## config.mk

```make
export PLATFORM = sky130hd
export DESIGN_NAME = div_seq_ctrl
export DESIGN_NICKNAME = d
export VERILOG_FILES = /design/src/rtl/div_seq_ctrl.sv
export SDC_FILE = /design/constraint.sdc
export NUM_CORES = 1
export LEC_CHECK = 0
export CAP_MARGIN = 0
export CORE_AREA = 2 2 119 121
export DETAILED_ROUTE_END_ITERATION = 8
export DIE_AREA = 0 0 121 123
export PLACE_DENSITY_LB_ADDON = 0.3
export SETUP_SLACK_MARGIN = 0.5
export SYNTH_ARGS = -nofsm -noshare
export SYNTH_HDL_FRONTEND = slang
export SYNTH_SLANG_ARGS = --single-unit
```

## constraint.sdc

```tcl
create_clock -name clk -period 3.4 [get_ports clk]
set_input_delay 0.34 -clock clk [delete_from_list [all_inputs] [get_ports clk]]
set_output_delay 0.34 -clock clk [all_outputs]
set_load 0.02 [all_outputs]
```

## src/rtl/div_seq_ctrl.sv

```systemverilog
`default_nettype none
// ============================================================================
// div_seq_ctrl : runs one divide at a time through the signed or unsigned
//                divider IP, with flush handling for in-flight operations.
// Revision: 1.0
// ============================================================================
module div_seq_ctrl #(
  parameter int W = 32
) (
  input  logic           clk,
  input  logic           reset,
  input  logic           req_valid,
  input  logic [3:0]     req_op,
  input  logic [W-1:0]   req_src1,
  input  logic [W-1:0]   req_src2,
  output logic           req_ready,
  input  logic           flush,
  output logic           s_dvd_tvalid_s,
  output logic           s_dvs_tvalid_s,
  output logic           s_dvd_tvalid_u,
  output logic           s_dvs_tvalid_u,
  input  logic           s_dvd_tready_s,
  input  logic           s_dvs_tready_s,
  input  logic           s_dvd_tready_u,
  input  logic           s_dvs_tready_u,
  output logic [W-1:0]   s_dvd_tdata,
  output logic [W-1:0]   s_dvs_tdata,
  input  logic           m_tvalid_s,
  input  logic           m_tvalid_u,
  input  logic [2*W-1:0] m_tdata_s,
  input  logic [2*W-1:0] m_tdata_u,
  output logic           res_valid,
  output logic [W-1:0]   res_data,
  input  logic           res_ready,
  output logic           busy
);

  typedef enum logic [2:0] {
    S_IDLE  = 3'd0,
    S_ISSUE = 3'd1,
    S_WAIT  = 3'd2,
    S_HOLD  = 3'd3,
    S_DRAIN = 3'd4
  } state_t;

  state_t         r_state;
  logic [3:0]     r_op;
  logic [W-1:0]   r_src1;
  logic [W-1:0]   r_src2;
  logic           r_dvd_tvalid_s;
  logic           r_dvs_tvalid_s;
  logic           r_dvd_tvalid_u;
  logic           r_dvs_tvalid_u;
  logic           r_dvd_acc;
  logic           r_dvs_acc;
  logic           r_flushed;
  logic           r_res_valid;
  logic [W-1:0]   r_res_data;

  logic           w_req_onehot;
  logic           w_req_signed;
  logic           w_op_signed;
  logic           w_op_div;
  logic           w_dvd_hs;
  logic           w_dvs_hs;
  logic           w_dvd_done;
  logic           w_dvs_done;
  logic           w_m_tvalid;
  logic [2*W-1:0] w_m_tdata;
  logic [W-1:0]   w_m_result;

  assign w_req_onehot = (req_op != 4'd0) && ((req_op & (req_op - 4'd1)) == 4'd0);
  assign w_req_signed = req_op[3] | req_op[2];
  assign w_op_signed  = r_op[3] | r_op[2];
  assign w_op_div     = r_op[3] | r_op[1];

  // Only the selected IP ever has its valids set, so OR-ing both IPs is safe.
  assign w_dvd_hs   = (r_dvd_tvalid_s & s_dvd_tready_s) | (r_dvd_tvalid_u & s_dvd_tready_u);
  assign w_dvs_hs   = (r_dvs_tvalid_s & s_dvs_tready_s) | (r_dvs_tvalid_u & s_dvs_tready_u);
  assign w_dvd_done = r_dvd_acc | w_dvd_hs;
  assign w_dvs_done = r_dvs_acc | w_dvs_hs;

  assign w_m_tvalid = w_op_signed ? m_tvalid_s : m_tvalid_u;
  assign w_m_tdata  = w_op_signed ? m_tdata_s  : m_tdata_u;
  assign w_m_result = w_op_div ? w_m_tdata[2*W-1:W] : w_m_tdata[W-1:0];

  assign req_ready      = (r_state == S_IDLE) && !flush;
  assign busy           = (r_state != S_IDLE);
  assign s_dvd_tvalid_s = r_dvd_tvalid_s;
  assign s_dvs_tvalid_s = r_dvs_tvalid_s;
  assign s_dvd_tvalid_u = r_dvd_tvalid_u;
  assign s_dvs_tvalid_u = r_dvs_tvalid_u;
  assign s_dvd_tdata    = r_src1;
  assign s_dvs_tdata    = r_src2;
  assign res_valid      = r_res_valid;
  assign res_data       = r_res_data;

  always_ff @(posedge clk) begin
    if (reset) begin
      r_state        <= S_IDLE;
      r_op           <= 4'd0;
      r_src1         <= '0;
      r_src2         <= '0;
      r_dvd_tvalid_s <= 1'b0;
      r_dvs_tvalid_s <= 1'b0;
      r_dvd_tvalid_u <= 1'b0;
      r_dvs_tvalid_u <= 1'b0;
      r_dvd_acc      <= 1'b0;
      r_dvs_acc      <= 1'b0;
      r_flushed      <= 1'b0;
      r_res_valid    <= 1'b0;
      r_res_data     <= '0;
    end else begin
      case (r_state)
        S_IDLE: begin
          if (req_valid && w_req_onehot && !flush) begin
            r_op           <= req_op;
            r_src1         <= req_src1;
            r_src2         <= req_src2;
            r_dvd_tvalid_s <= w_req_signed;
            r_dvs_tvalid_s <= w_req_signed;
            r_dvd_tvalid_u <= !w_req_signed;
            r_dvs_tvalid_u <= !w_req_signed;
            r_dvd_acc      <= 1'b0;
            r_dvs_acc      <= 1'b0;
            r_flushed      <= 1'b0;
            r_state        <= S_ISSUE;
          end
        end

        S_ISSUE: begin
          if (w_dvd_hs) begin
            r_dvd_tvalid_s <= 1'b0;
            r_dvd_tvalid_u <= 1'b0;
            r_dvd_acc      <= 1'b1;
          end
          if (w_dvs_hs) begin
            r_dvs_tvalid_s <= 1'b0;
            r_dvs_tvalid_u <= 1'b0;
            r_dvs_acc      <= 1'b1;
          end
          // Once the IP holds any operand it will produce a result, so a
          // flush can only be honoured by draining that result.
          if (w_dvd_done && w_dvs_done) begin
            r_state <= (flush || r_flushed) ? S_DRAIN : S_WAIT;
          end else if (flush && !w_dvd_done && !w_dvs_done) begin
            r_dvd_tvalid_s <= 1'b0;
            r_dvs_tvalid_s <= 1'b0;
            r_dvd_tvalid_u <= 1'b0;
            r_dvs_tvalid_u <= 1'b0;
            r_state        <= S_IDLE;
          end else if (flush) begin
            r_flushed <= 1'b1;
          end
        end

        S_WAIT: begin
          if (flush && w_m_tvalid) begin
            r_state <= S_IDLE;
          end else if (flush) begin
            r_state <= S_DRAIN;
          end else if (w_m_tvalid) begin
            r_res_data  <= w_m_result;
            r_res_valid <= 1'b1;
            r_state     <= S_HOLD;
          end
        end

        S_HOLD: begin
          if (flush || res_ready) begin
            r_res_valid <= 1'b0;
            r_state     <= S_IDLE;
          end
        end

        S_DRAIN: begin
          if (w_m_tvalid) begin
            r_state <= S_IDLE;
          end
        end

        default: begin
          r_state <= S_IDLE;
        end
      endcase
    end
  end

endmodule
`default_nettype wire

```

=== Word-level counts from Yosys, hierarchy flattened ===
Cells that the tools add are included.

* Bits in registers: 111
* Latch bits: 0
* RAM bits: 0
* ROM bits: 0
* Input bits: 207
* Output and inout bits: 103
* Logic and storage cells: 118
* Memories kept: 0

* Add/subtract/negate cells: 1
* $mul: 0
* Divide/modulo/power cells: 0
* Magnitude comparators: 0
* Equal/unequal tests: 17
* Shift operators: 0
* Mux-type cells: 45
* Bitwise operators: 14
* Reductions and logical operators: 28

{| class="wikitable"
|+ Operators by type and width
! cell !! count
|-
| $mux 64 || 1
|-
| $mux 32 || 1
|-
| $mux 3 || 9
|-
| $mux 1 || 25
|-
| $ne 2x2->1 const B || 10
|-
| $pmux 1 s2 || 8
|-
| $pmux 3 s5 || 1
|-
| $reduce_and 5->1 || 3
|-
| $logic_and 1x1->1 || 8
|-
| $or 1x1->1 || 7
|-
| $eq 3x2->1 const B || 2
|-
| $reduce_and 3->1 || 2
|-
| $and 1x1->1 || 4
|-
| $and 4x4->4 || 1
|-
| $logic_not 1->1 || 4
|-
| $logic_not 4->1 || 1
|-
| $ne 4x4->1 const B || 1
|-
| $reduce_and 2->1 || 2
|-
| $reduce_and 4->1 || 1
|-
| $reduce_bool 2->1 || 2
|-
| $reduce_bool 4->1 || 1
|-
| $sub 4x1->4 const B || 1
|-
| $eq 3x1->1 const B || 1
|-
| $eq 3x3->1 const B || 1
|-
| 6 further kinds || 8
|}

=== Longest topological paths before layout ===
* Depth after elaboration: 9
* Mapped depth: 8

=== Least setup slack after synthesis ===
No wires, ideal clock.

* Kind: in2reg
* Start point: input port req_op[1]
* End point: register r_op[1]
* Library setup time: 0.132 ns
* Arrival: 1.734 ns
* Setup slack: 1.534 ns
* Stages: 6
* Path buffers: 2
* Path through: or4b_4 a311o_1 buf_2 clkbuf_1 nand2_1 a21oi_2

* Word-level cells in the longest chain between the ends: 7
* Elaborated cells between the ends (all ways): 8

{| class="wikitable"
|+ Ends and longest elaborated chain
! element !! RTL line !! RTL
|-
| start: declaration || 13 || <nowiki>input logic [3:0] req_op,</nowiki>
|-
| $sub 4x1->4 || 72 || <nowiki>assign w_req_onehot = (req_op != 4'd0) && ((req_op & (req_op - 4'd1)) == 4'd0);</nowiki>
|-
| $and 4x4->4 || 72 ||
|-
| $logic_not 4->1 || 72 ||
|-
| $logic_and 1x1->1 || 72 ||
|-
| $logic_and 1x1->1 (2 in series) || 116 || <nowiki>if (req_valid && w_req_onehot && !flush) begin</nowiki>
|-
| $reduce_and 2->1 (no source line) || n/a ||
|-
| end signal: assignment || 117 || <nowiki>r_op <= req_op;</nowiki>
|-
| end: declaration || 47 || <nowiki>logic [3:0] r_op;</nowiki>
|}

Several ways; a longest one is shown, not always the timed one.
A chain may end at the register's enable or synchronous reset.

=== Final worst setup path ===
* Start point: register r_state[0]
* End point: output port req_ready

* Word-level cells in the longest chain between the ends: 2

{| class="wikitable"
|+ Ends and longest elaborated chain
! element !! RTL line !! RTL
|-
| start: declaration || 46 || <nowiki>state_t r_state;</nowiki>
|-
| start signal: assignment || 145 || <nowiki>r_state <= (flush || r_flushed) ? S_DRAIN : S_WAIT;</nowiki>
|-
| $logic_not 3->1 || 87 || <nowiki>assign req_ready = (r_state == S_IDLE) && !flush;</nowiki>
|-
| $logic_and 1x1->1 || 87 ||
|-
| end: declaration || 16 || <nowiki>output logic req_ready,</nowiki>
|}

Every way passes these cells.

==> results.ini <==
[min_path]
worstHoldPathType=reg2reg

[run_status]
outcome=completed

[placement]
port_buffers=309
finalWeightedCongestion=0.757
postPlaceCellArea_mm2=0.00821
detailedPlacementHpwl_um=12900

[global_route]
first_global_vias=5145
grt_pass1_wl_um=27000
antenna_violations_before_repair=0
groute.usage.overall_pct=23.0
grt-ovfl-total=0
pin_count_of_the_biggest_net_entering_global_routing=80

[critical_path]
worstReg2RegEnd=res_data[10]$_SDFFE_PP0P_
worst_setup_path_startpoint=r_state[0]$_SDFFE_PP0P_
worst_setup_path_end_kind=output pin
timing.critical_path.fanout_max=7
regToRegSetupSlack_ns=1.25
timing.critical_path.cells=or3_1, nor2_1, clkdlybuf4s50_1
crit_end=req_ready
critical_path_required_ns=3.06
crit_arrival_ns=1.97
critPathKind=reg2out
timing.critical_path.slowest_cell_delay_ns=0.61
crit_path_start_kind=register
r2r_cells=5
launch_instance_of_the_worst_register_to_register_path=r_op[3]$_SDFFE_PP0P_
critical-path-slowest-cell=sky130_fd_sc_hd__clkdlybuf4s50_1

[timing]
grt_setup_unrepaired=false
final_hold_viol_count=0
timing.final.crit_share_pct=67.9
final-setup-viol-count=0
timing.fmax_ghz=0.433
timing_worst_slew_pin_value_ns=0.870
fin_setup_tns_ns=0
slew_headroom_pct=42.0
layout_min_cycle_time_ns=2.31
final.setup_skew_ns=0.00742
max_slew_vio_count=0

[power_and_ir_drop]
vdd_ir_drop_max_uv=244
leakage_nw=2.91
power_density_mw_per_mm2=337

[floorplan]
start_util_pct=37.2
die_w_um=121
io_pins=310
design.die.area_mm2=0.0149
placeableCoreArea_mm2=0.0136
die_h_um=123
site_row_count=43

[detailed_routing]
route.detailed.wl_per_inst_um=16.0
first_iter_violations=354
totalWireLength_um=17900
drt_pre_antenna_iters=5
avgViaCountPerCell=5.08
drtAntennaViolNets=0
vias_after_detailed_routing=5691
detail_route.drc_violations=0

[clock_tree]
root_buffer_master=sky130_fd_sc_hd__clkbuf_16
cts_post_setup_buffers_inserted=0
clk_pin_slew_ns=0.07
number_of_sinks_on_the_clock_net=110
worstSkewPairLatency_ns=0.35
cts_inserted_buffers=9
level_count_of_the_clock_h_tree=3
cts_hold_buf=0
postCtsResizedCells=0
cts_max_path_buffers=2
cts_tree=built

[yosys]
synth_nets=869
number_of_flops_mapped_to_enable_cells_by_yosys=0
synth.yosys.warnings=0
post-synth-top-area-cell=sky130_fd_sc_hd__dfxtp_1
async_s_r_ff_share_synth_pct=0
synth_largest_type_area_fraction_pct=43.5
synthesis.area_mm2=0.00506
synth-seq-area-share_pct=43.5
synth_cells=662
synth_top_cells_by_area=sky130_fd_sc_hd__dfxtp_1, sky130_fd_sc_hd__nand2_1, sky130_fd_sc_hd__a21oi_1
ys_ff_latch=110
syn-mean-instance-area_um2=7.64
yosysUniqueCellTypes=39
ys_dominant_reg_cell=sky130_fd_sc_hd__dfxtp_1

[cells_and_area]
diodes=0
final_cell_area_mm2=0.00851
most-common-layout-cells=sky130_fd_sc_hd__clkdlybuf4s50_1, sky130_fd_sc_hd__nand2_1, sky130_fd_sc_hd__dfxtp_1, sky130_fd_sc_hd__a21oi_1, sky130_fd_sc_hd__nor2b_1
final_common_cell=sky130_fd_sc_hd__clkdlybuf4s50_1
layout-drive-gt1-share_pct=3.94
area_delta_synth_final_pct=68.2
finalNetCount=1142

[flow_run]
drv.max_cap_violation_count=0

==> synthesized netlist by cell type (all sizes together) (2+ instances only) <==
cell    instances
nand2b          2
or2             2
nand2         233
clkbuf         43
a311o          33
o21ai           4
o211ai          2
nand4b          2
nor2b          36
o31ai           2
nor3            5
nand3           3
buf            14
or3             2
a21oi         107
a211oi         33
a22o            2
inv             2
nor2            9
dfxtp         110
==> state kept, by name, summed over array words and instances (netlist names), 3 cells and up <==
signal and count:
r_op 3, r_state 3, res_data 32, s_dvd_tdata 32, s_dvs_tdata 32
==> layout make-up <==
class                   count  area [um2]
clock buffers              10         229
clock inverters             6        71.3
fillers                  1250        5100
inverters                   2        7.51
multi-input cells         493        2580
flip-flops and latches    110        2200
well taps                 180         225
repair buffers            319        3190
==> stage by stage <==
step | instances | power [mW] | utilization (%) | hold slack, ns | worst slack [ns]
finish | 1120 | 2.87 | 62.5 | 0.454 | 1.09
global route | 1120 | 3.00 | 62.5 | 0.472 | 1.02
CTS | 1120 | 2.90 | 62.5 | 0.455 | 1.06
detailed placement | 1104 | 1.83 | 60.3 | 0.446 | 0.801
global placement | 1104 | 1.83 | 60.3 | 0.441 | 0.818
floorplan | 662 | 1.52 | - | 0.444 | 1.53
==> routing by layer <==
layer | wire, um | up-vias | GRT usage [%] | part of all wire, %
li1 | - | 2831 | - | -
met1 | 7280 | 2629 | 27.8 | 41
met2 | 8570 | 213 | 38.7 | 48
met3 | 1780 | 18 | 7.66 | 10
met4 | 286 | 0 | 7.34 | 1.6
met5 | 0 | - | 0 | 0
==> cells by family (layout without fill, tap and decap cells) <==
logic type / count (synthesis) / after routing / share of synthesized area, %
XOR/XNOR: 1 / 1 / 0.173
flip-flops: 110 / 110 / 43.5
buffers and inverters: 59 / 337 / 5.52
AO/OA/AOI/OAI: 193 / 193 / 25.7
AND/OR/NAND/NOR: 299 / 299 / 25.1
==> critical path, delay by kind of cell, from the launching register on <==
| kind | cells | cell delay, ns |
|---|---|---|
| buffers and inverters | 1 | 0.61 |
| and+or+nand+nor | 2 | 0.65 |
| DFF | 1 | 0.36 |
==> worst min path at each step <==
stage,startpoint,endpoint,slack [ns],cells past startpoint
after global routing,s_dvs_tdata[13]$_SDFFE_PP0P_,s_dvs_tdata[13]$_SDFFE_PP0P_,0.47,2
after detailed placement,s_dvd_tdata[30]$_SDFFE_PP0P_,s_dvd_tdata[30]$_SDFFE_PP0P_,0.45,2
final,res_data[31]$_SDFFE_PP0P_,res_data[31]$_SDFFE_PP0P_,0.45,2
after floorplan,r_op[1]$_SDFFE_PP0P_,r_op[1]$_SDFFE_PP0P_,0.44,2
after CTS,s_dvs_tdata[13]$_SDFFE_PP0P_,s_dvs_tdata[13]$_SDFFE_PP0P_,0.46,2
after global placement,s_dvs_tdata[19]$_SDFFE_PP0P_,s_dvs_tdata[19]$_SDFFE_PP0P_,0.44,2
==> where the power goes <==
part           total, mW  switching, mW  internal [mW]
combinational      0.481          0.185          0.295
clock               1.07          0.492          0.577
sequential          1.32         0.0115           1.31
Power figures use the tool's default switching activity.
